==> src/rtl/logic_vector_sequencer_if.sv <==
// Bundle between the vector sequencer and the logic block under test.
// The master side is the sequencer: it drives a..d and reports status; the slave side drives start and y.
interface logic_vector_sequencer_if;
   logic        start;
   logic        a;
   logic        b;
   logic        c;
   logic        d;
   logic        y;
   logic        busy;
   logic        done;
   logic [15:0] result;
   logic [4:0]  mismatch_cnt;
   logic        pass;

   modport master (
      input  start, y,
      output a, b, c, d, busy, done, result, mismatch_cnt, pass
   );

   modport slave (
      output start, y,
      input  a, b, c, d, busy, done, result, mismatch_cnt, pass
   );
endinterface

==> src/rtl/logic_vector_sequencer.sv <==
// Sweeps vectors 0..LAST_VEC onto {a,b,c,d}, samples y after each dwell, and scores the result against EXPECTED.
// Optional macro SEQ_STOP_ON_FAIL_EN: abort the sweep on the first mismatching sample.
module logic_vector_sequencer #(
   parameter int unsigned DWELL    = 8,
   parameter int unsigned LAST_VEC = 15,
   parameter logic [15:0] EXPECTED = 16'h0000
) (
   input logic                      clk,
   input logic                      rst_n,
   logic_vector_sequencer_if.master bus
);

   typedef enum logic [1:0] {
      IDLE = 2'd0,
      RUN  = 2'd1,
      DONE = 2'd2
   } state_t;

   localparam logic [7:0] DWELL_LAST = 8'(DWELL - 1);
   localparam logic [3:0] LAST_IDX   = 4'(LAST_VEC);

   state_t      state_r,       state_nxt_s;
   logic [3:0]  vec_r,         vec_nxt_s;
   logic [7:0]  dwell_cnt_r,   dwell_cnt_nxt_s;
   logic [3:0]  drive_r,       drive_nxt_s;
   logic        busy_r,        busy_nxt_s;
   logic        done_r,        done_nxt_s;
   logic        pass_r,        pass_nxt_s;
   logic [15:0] result_r,      result_nxt_s;
   logic [4:0]  mismatch_r,    mismatch_nxt_s;
   logic        miss_s;
   logic [4:0]  mismatch_inc_s;
   logic        last_sample_s;

   function automatic logic bit_miss(input logic [15:0] exp_tt, input logic [3:0] idx, input logic obs);
      return (obs != exp_tt[idx]);
   endfunction

   // Next-state and next-output logic for the sweep FSM.
   always_comb begin
      state_nxt_s     = state_r;
      vec_nxt_s       = vec_r;
      dwell_cnt_nxt_s = dwell_cnt_r;
      drive_nxt_s     = drive_r;
      busy_nxt_s      = busy_r;
      done_nxt_s      = 1'b0;
      pass_nxt_s      = pass_r;
      result_nxt_s    = result_r;
      mismatch_nxt_s  = mismatch_r;
      miss_s          = bit_miss(EXPECTED, vec_r, bus.y);
      mismatch_inc_s  = mismatch_r + (miss_s ? 5'd1 : 5'd0);
`ifdef SEQ_STOP_ON_FAIL_EN
      last_sample_s   = (vec_r == LAST_IDX) || miss_s;
`else
      last_sample_s   = (vec_r == LAST_IDX);
`endif
      case (state_r)
         IDLE: begin
            if (bus.start) begin
               state_nxt_s     = RUN;
               vec_nxt_s       = 4'd0;
               dwell_cnt_nxt_s = 8'd0;
               drive_nxt_s     = 4'd0;
               busy_nxt_s      = 1'b1;
               pass_nxt_s      = 1'b0;
               result_nxt_s    = 16'h0000;
               mismatch_nxt_s  = 5'd0;
            end else begin
               drive_nxt_s = 4'd0;
               busy_nxt_s  = 1'b0;
            end
         end
         RUN: begin
            if (dwell_cnt_r == DWELL_LAST) begin
               dwell_cnt_nxt_s      = 8'd0;
               result_nxt_s[vec_r]  = bus.y;
               mismatch_nxt_s       = mismatch_inc_s;
               if (last_sample_s) begin
                  state_nxt_s = DONE;
                  drive_nxt_s = 4'd0;
                  busy_nxt_s  = 1'b0;
                  done_nxt_s  = 1'b1;
                  pass_nxt_s  = (mismatch_inc_s == 5'd0);
               end else begin
                  vec_nxt_s   = vec_r + 4'd1;
                  drive_nxt_s = vec_r + 4'd1;
               end
            end else begin
               dwell_cnt_nxt_s = dwell_cnt_r + 8'd1;
            end
         end
         DONE: begin
            state_nxt_s = IDLE;
            drive_nxt_s = 4'd0;
            busy_nxt_s  = 1'b0;
         end
         default: begin
            state_nxt_s = IDLE;
            drive_nxt_s = 4'd0;
            busy_nxt_s  = 1'b0;
         end
      endcase
   end

   // State and output registers; reset clears any partial sweep.
   always_ff @(posedge clk or negedge rst_n) begin
      if (!rst_n) begin
         state_r     <= IDLE;
         vec_r       <= 4'd0;
         dwell_cnt_r <= 8'd0;
         drive_r     <= 4'd0;
         busy_r      <= 1'b0;
         done_r      <= 1'b0;
         pass_r      <= 1'b0;
         result_r    <= 16'h0000;
         mismatch_r  <= 5'd0;
      end else begin
         state_r     <= state_nxt_s;
         vec_r       <= vec_nxt_s;
         dwell_cnt_r <= dwell_cnt_nxt_s;
         drive_r     <= drive_nxt_s;
         busy_r      <= busy_nxt_s;
         done_r      <= done_nxt_s;
         pass_r      <= pass_nxt_s;
         result_r    <= result_nxt_s;
         mismatch_r  <= mismatch_nxt_s;
      end
   end

   assign bus.a            = drive_r[3];
   assign bus.b            = drive_r[2];
   assign bus.c            = drive_r[1];
   assign bus.d            = drive_r[0];
   assign bus.busy         = busy_r;
   assign bus.done         = done_r;
   assign bus.pass         = pass_r;
   assign bus.result       = result_r;
   assign bus.mismatch_cnt = mismatch_r;

endmodule

==> src/flat_wrapper.sv <==
// flat-port wrapper written by rule: the top's interface ports become plain ports
module logic_vector_sequencer_flat 
#(
   parameter int unsigned DWELL    = 8,
   parameter int unsigned LAST_VEC = 15,
   parameter logic [15:0] EXPECTED = 16'h0000
)
  (clk, rst_n, bus_start, bus_y, bus_a, bus_b, bus_c, bus_d, bus_busy, bus_done, bus_result, bus_mismatch_cnt, bus_pass);
  logic_vector_sequencer_if bus_i ();
  input logic clk;
  input logic rst_n;
  input wire logic [$bits(bus_i.start)-1:0] bus_start;
  input wire logic [$bits(bus_i.y)-1:0] bus_y;
  output wire logic [$bits(bus_i.a)-1:0] bus_a;
  output wire logic [$bits(bus_i.b)-1:0] bus_b;
  output wire logic [$bits(bus_i.c)-1:0] bus_c;
  output wire logic [$bits(bus_i.d)-1:0] bus_d;
  output wire logic [$bits(bus_i.busy)-1:0] bus_busy;
  output wire logic [$bits(bus_i.done)-1:0] bus_done;
  output wire logic [$bits(bus_i.result)-1:0] bus_result;
  output wire logic [$bits(bus_i.mismatch_cnt)-1:0] bus_mismatch_cnt;
  output wire logic [$bits(bus_i.pass)-1:0] bus_pass;
  assign bus_i.start = bus_start;
  assign bus_i.y = bus_y;
  assign bus_a = bus_i.a;
  assign bus_b = bus_i.b;
  assign bus_c = bus_i.c;
  assign bus_d = bus_i.d;
  assign bus_busy = bus_i.busy;
  assign bus_done = bus_i.done;
  assign bus_result = bus_i.result;
  assign bus_mismatch_cnt = bus_i.mismatch_cnt;
  assign bus_pass = bus_i.pass;
  logic_vector_sequencer #(.DWELL(DWELL), .LAST_VEC(LAST_VEC), .EXPECTED(EXPECTED)) u_core (.clk(clk), .rst_n(rst_n), .bus(bus_i));
endmodule
==> config.mk <==
export PLATFORM = sky130hd
export DESIGN_NAME = logic_vector_sequencer_flat
export DESIGN_NICKNAME = d
export VERILOG_FILES = /design/src/rtl/logic_vector_sequencer_if.sv /design/src/rtl/logic_vector_sequencer.sv /design/src/flat_wrapper.sv
export SDC_FILE = /design/constraint.sdc
export NUM_CORES = 1
export LEC_CHECK = 0
export CAP_MARGIN = 20
export CORE_ASPECT_RATIO = 0.9
export CORE_MARGIN = 2
export CORE_UTILIZATION = 50
export CTS_CLUSTER_SIZE = 8
export DETAILED_ROUTE_END_ITERATION = 8
export PLACE_DENSITY = 0.74
export SYNTH_ARGS = -nofsm -noshare
export SYNTH_HDL_FRONTEND = slang
export SYNTH_SLANG_ARGS = --single-unit
==> constraint.sdc <==
create_clock -name clk -period 3.05 [get_ports clk]
set_input_delay 0.61 -clock clk [delete_from_list [all_inputs] [get_ports clk]]
set_output_delay 0.61 -clock clk [all_outputs]
set_load 0.03 [all_outputs]
==> impl_metrics.yaml, run 1 <==
die:
  core-area_mm2: 0.00416
  io_pins: 32
  die_w_um: 74.1
  fp.dieArea_mm2: 0.00497
  rows: 22
  dieHeight_um: 67.1
  start_util: 0.532
finish:
  layout_commonest_cell: "dfrtp_1"
  drive_above_1_share: 0.0694
  layout_common_cells: "42 x dfrtp_1, 30 x clkdlybuf4s50_1, 27 x o21ai_0"
  layoutNonFillerInstCount: 305
  layout.nets: 255
  area_delta_synth_final_pct: 18.1
  diodes: 0
logic_synthesis:
  synth.distinct_cells: 44
  synthAdderAreaFrac: 0.0396
  syn_nets: 229
  synth_area_per_cell_um2: 10.1
  ys_seq_area_frac: 0.475
  syn_inst: 218
  synth_top_family_by_area: "compound AO/OA/AOI/OAI gates"
  synth_compound_area_frac: 0.212
  synthMuxAreaShare: 0.00962
  synth_ff_type: "dfrtp_1"
  synth-edff-count: 0
  yosysWarnings: 0
  synthSimpleGateAreaFrac: 0.203
  synth-xor-area-share: 0.0158
  ys_ff_latch: 42
  synth-async-reset-ratio: 1.00
  synthesis.area_mm2: 0.00221
worst_setup_path:
  cp_num_buf_inv: 0
  r2r_cells: 4
  cp_slowest_stage_delay_ns: 0.63
  path_cells: "or4_4 -> o31ai_4 -> nand2_1 -> a221o_1"
  cp_max_fo: 12
  critPathTopFamily: "simple AND/OR/NAND/NOR gates"
  end_kind: "flop"
  critPathLaunchType: "flop"
  r2r_slack_ns: 0.89
  cp_slowest_cell: "or4_4"
  cp.required_ns: 3.24
  r2r_end: "u_core.vec_r[3]"
  worstSetupPathType: "flop to flop"
  arrival_ns: 2.35
  r2r-start: "u_core.dwell_cnt_r[4]"
clock_tree:
  cts_hold_buf: 0
  cts_tree: "yes"
  clk_latency_ns: 0.30
  numClockSinks: 42
  post_cts_buffers: 0
  cts_resized: 0
  h-tree-depth: 2
  clk_path_buf_depth: 2
  cts-root-buf: "clkbuf_8"
  clkTransAtPathRegs_ns: 0.08
  cts_made_buffers: 5
power_and_ir_drop:
  power.leakage_uw: 0.00115
  p_per_area_mw_per_mm2: 598
  ir_worst_vdd_mv: 0.482
route:
  via_count: 1734
  drt_wl_total_um: 4610
  drt-wirelength-per-cell_um: 15.1
  drtIter0Drc: 132
  detail_route.vias_per_cell: 5.69
  drc_errors: 0
  drt-pass1-iter-count: 4
  antenna_left: 0
grt:
  grt_pass1_wl_um: 8110
  antenna_found_initial: 0
  grt_max_degree: 43
  grt_pass1_vias: 1628
  overflow: 0
  groute.usage.overall: 0.215
sta:
  finalHoldViolCount: 0
  fin_crit_sh: 0.707
  fmax_mhz: 464
  rsz0062_at_grt: "false"
  setup_viol: 0
  worstMarginPinSlew_ns: 0.903
  fin_skew_ns: 0.00627
  finalSetupTns_ns: 0
  maxSlewHeadroom: 0.398
  period_minus_slack_ns: 2.16
  finalMaxSlewViolations: 0
place:
  portBuffers: 31
  gp_congestion: 0.789
  hpwl_um: 3100
  dp_cells: 297
run:
  drv_cap: 0
outcome:
  outcome: "completed"
min_path:
  worstHoldPathType: "input pin to async pin"
-- through the flow --
| step | cell area [µm²] | util | hold WS, ns | setup slack (ns) | power [µW] |
|---|---|---|---|---|---|
| after floorplan | 2210 | - | 0.314 | 1.16 | 1080 |
| after global placement | 2520 | 0.606 | 0.461 | 0.730 | 1180 |
| after detailed placement | 2520 | 0.606 | 0.485 | 0.671 | 1190 |
| after CTS | 2610 | 0.628 | 0.478 | 0.891 | 1560 |
| after global routing | 2610 | 0.628 | 0.530 | 0.620 | 1670 |
| final | 2610 | 0.628 | 0.438 | 0.893 | 1560 |
-- logic make-up (layout without fill, tap and decap cells) --
group / count (synthesis) / in the layout
DFF: 42 / 42
adders and majority gates: 7 / 7
muxes: 2 / 2
buffers and inverters: 17 / 44
AOI/OAI and AO/OA: 70 / 70
and+or+nand+nor: 76 / 76
xor gates and xnor gates: 4 / 4
-- synth_stat cells, types with 2 or more instances --
| cell | count | area, µm² |
|---|---|---|
| xnor2_1 | 2 | 17.5 |
| o21ai_1 | 2 | 10.0 |
| nand3_1 | 8 | 40.0 |
| a21oi_1 | 9 | 45.0 |
| nand2b_1 | 3 | 18.8 |
| nor4_1 | 2 | 12.5 |
| buf_6 | 4 | 45.0 |
| inv_1 | 3 | 11.3 |
| clkbuf_1 | 7 | 26.3 |
| o21ai_0 | 27 | 135 |
| nand4_1 | 5 | 31.3 |
| dfrtp_1 | 42 | 1050 |
| ha_1 | 7 | 87.6 |
| a22o_1 | 18 | 158 |
| nor3_1 | 7 | 35.0 |
| o21bai_1 | 2 | 15.0 |
| and3b_1 | 8 | 70.1 |
| xor2_1 | 2 | 17.5 |
| nor2_1 | 7 | 26.3 |
| nand2_1 | 19 | 71.3 |
| a31oi_1 | 4 | 25.0 |
| buf_2 | 3 | 15.0 |
| and3_1 | 6 | 37.5 |
-- sequential cells by signal, summed over array words and instances, names as in the netlist --
name	flops
u_core.bus.busy	1
u_core.bus.mismatch_cnt	5
u_core.dwell_cnt_r	8
u_core.vec_r	4
u_core.bus.pass	1
u_core.bus.done	1
u_core.drive_r	4
u_core.bus.result	16
u_core.state_r	2
-- power breakdown --
part           internal [µW]  switching, µW
clock                    183            194
sequential               644            121
combinational            189            230
total                   1020            545
-- routing by layer --
metal / GRT usage / up-vias / wire length (µm)
li1: - / 862 / -
met5: 0 / - / 0
met3: 0.0424 / 8 / 159
met2: 0.289 / 31 / 1890
met1: 0.332 / 833 / 2480
met4: 0.0864 / 0 / 72
-- worst max path at each step --
stage	start	to	slack, ns	cells after the start
final	u_core.dwell_cnt_r[4]	u_core.vec_r[3]	0.89	4
after global routing	u_core.dwell_cnt_r[0]	u_core.vec_r[0]	0.62	5
after CTS	u_core.dwell_cnt_r[4]	u_core.vec_r[3]	0.89	4
after detailed placement	bus_start	u_core.vec_r[3]	0.67	5
after global placement	bus_start	u_core.vec_r[3]	0.73	5
after floorplan	u_core.dwell_cnt_r[3]	u_core.bus.result[11]	1.16	7
-- cell type report --
type / instances / area, µm²
timing repair buffer: 33 / 320
clock inverter: 1 / 5.00
tap: 60 / 75.1
sequential: 42 / 1050
fill: 358 / 1550
clock buffer: 7 / 86.3
inverter: 3 / 11.3
multi-input combinational: 159 / 1060
Note: power is estimated with default switching activity, not from simulation.
==> run 2, diff against run 1 <==
==> constraint.sdc (replaced) <==
create_clock -name clk -period 2.15 [get_ports clk]
set_input_delay 0.43 -clock clk [delete_from_list [all_inputs] [get_ports clk]]
set_output_delay 0.43 -clock clk [all_outputs]
set_load 0.03 [all_outputs]
==> run 2 against run 1 <==
Against the previous run: clock skew is 0.0048 ns higher; setup slack got worse by 0.77 ns; core utilization grew 3.5 points; sequential cell count stayed put; global-route usage rose by 0.39 points; first-iteration DRC count shrank 21%; final cell count up 4.9%; sequential power increased by 33%; clock power grew 67%; power rose by 53%; combinational power grew 77%; non-clock buffer count is 16 higher.
==> impl_metrics.yaml, run 2 (synthesis results as in run 1) <==
outcome:
  outcome: "completed"
finish:
  layout_commonest_cell: "dfrtp_1"
  diodes: 0
  layout_common_cells: "42 x dfrtp_1, 30 x clkdlybuf4s50_1, 27 x o21ai_0"
  largest_register_ffs: 16
  layout.nets: 271
  drive_above_1_share: 0.131
  area_delta_synth_final_pct: 24.7
  design_area_mm2: 0.00276
clock_tree:
  cts_tree: "yes"
  clk_latency_ns: 0.29
  numClockSinks: 42
  h-tree-depth: 2
  clk_path_buf_depth: 2
  cts_made_buffers: 5
  clkTransAtPathRegs_ns: 0.08
  cts-root-buf: "clkbuf_8"
grt:
  overflow: 0
  grt_pass1_wl_um: 8360
  grt_pass1_vias: 1758
  groute.usage.overall: 0.219
  grt_max_degree: 43
  antenna_found_initial: 0
worst_setup_path:
  critPathLaunchType: "flop"
  setup.worst_path.end: "u_core.vec_r[3]"
  cp_max_fo: 12
  r2r-start: "u_core.dwell_cnt_r[4]"
  r2r_slack_ns: 0.13
  end_kind: "flop"
  r2r_end: "u_core.vec_r[3]"
  r2r_cells: 4
  cp.required_ns: 2.32
  worstSetupPathType: "flop to flop"
  worstSetupStartpoint: "u_core.dwell_cnt_r[4]"
  arrival_ns: 2.19
sta:
  worst_slack_ns: 0.127
  whs_ns: 0.203
  finalMaxSlewViolations: 0
  finalHoldViolCount: 0
  finalSetupTns_ns: 0
  fmax_mhz: 494
  period_minus_slack_ns: 2.02
  rsz0062_at_grt: "false"
  setup_viol: 0
  fin_crit_sh: 0.941
  worstMarginPinSlew_ns: 0.568
  maxSlewHeadroom: 0.616
  fin_skew_ns: 0.0110
die:
  die_w_um: 74.1
  io_pins: 32
  start_util: 0.532
  dieHeight_um: 67.1
  rows: 22
  fp.dieArea_mm2: 0.00497
  core-area_mm2: 0.00416
route:
  top_layer: "met4"
  drtIter0Drc: 104
  via_count: 1786
  detail_route.vias_per_cell: 5.58
  antenna_left: 0
  wl_met2_um: 2070
  drt-pass1-iter-count: 4
  drc_errors: 0
  drt-met1-wl_um: 2430
  drt_wl_total_um: 4720
  drt-wirelength-per-cell_um: 14.8
  dr_wl_met3_um: 192
place:
  pre_cts_ws_ns: -0.000424
  portBuffers: 31
  placed_area_mm2: 0.00264
  gp_congestion: 0.816
  hpwl_um: 3180
power_and_ir_drop:
  p_per_area_mw_per_mm2: 866
  power.leakage_uw: 0.00124
  ir_worst_vdd_mv: 0.812
  totalPowerFinal_uw: 2390
run:
  drv_cap: 0
min_path:
  worstHoldPathType: "input pin to async pin"
-- run 2: cell count changes in the layout (fill, tap and decap cells not counted) --
cell,delta
a21oi_2,+1
bufinv_16,+1
clkinv_2,-1
a21oi_1,-1
clkbuf_1,-1
buf_4,+16
-- run 2: repair_timing --
action | CTS | global route
resized for setup | 0 | 1
buffers inserted | 0 | 0
hold buffers | 0 | 0
endpoints found under the setup margin | 0 | 6
-- run 2: cell type report --
class                      count  area, µm²
sequential                    42       1050
tap                           60       75.1
clock inverter                 1       30.0
clock buffer                   6       82.6
timing repair buffer          49        440
fill                         332       1400
inverter                       3       11.3
multi-input combinational    159       1070
-- run 2: worst min-delay path by stage --
stage | end | start | depth (start not counted) | slack [ns]
global placement | u_core.bus.busy | u_core.bus.busy | 1 | 0.46
floorplan | u_core.bus.busy | rst_n | 0 | 0.13
global route | u_core.bus.mismatch_cnt[3] | rst_n | 2 | 0.25
detailed placement | u_core.bus.busy | u_core.bus.busy | 1 | 0.48
CTS | u_core.bus.mismatch_cnt[4] | rst_n | 2 | 0.21
finish | u_core.bus.mismatch_cnt[4] | rst_n | 2 | 0.20
-- run 2: per-stage QoR --
step,util,instances
final,0.663,320
after global routing,0.663,320
after detailed placement,0.635,313
after global placement,0.635,313
after CTS,0.662,320
after floorplan,-,218
-- run 2: layer usage --
metal	vias to the layer above	track usage
met5	-	0
met4	0	0.0568
met3	2	0.0408
met2	37	0.319
met1	854	0.331
li1	893	-
-- run 2: worst max-delay path: stages, from the launching register on --
cell and delay (ns):
dfrtp_1 0.38, or4_4 0.57, o31ai_4 0.48, nand2_1 0.17, a221o_1 0.31
-- run 2: power by group --
group | internal, µW | switching [µW] | leakage (µW)
clock | 372 | 260 | 0.0000573
sequential | 915 | 104 | 0.000556
combinational | 325 | 413 | 0.000626
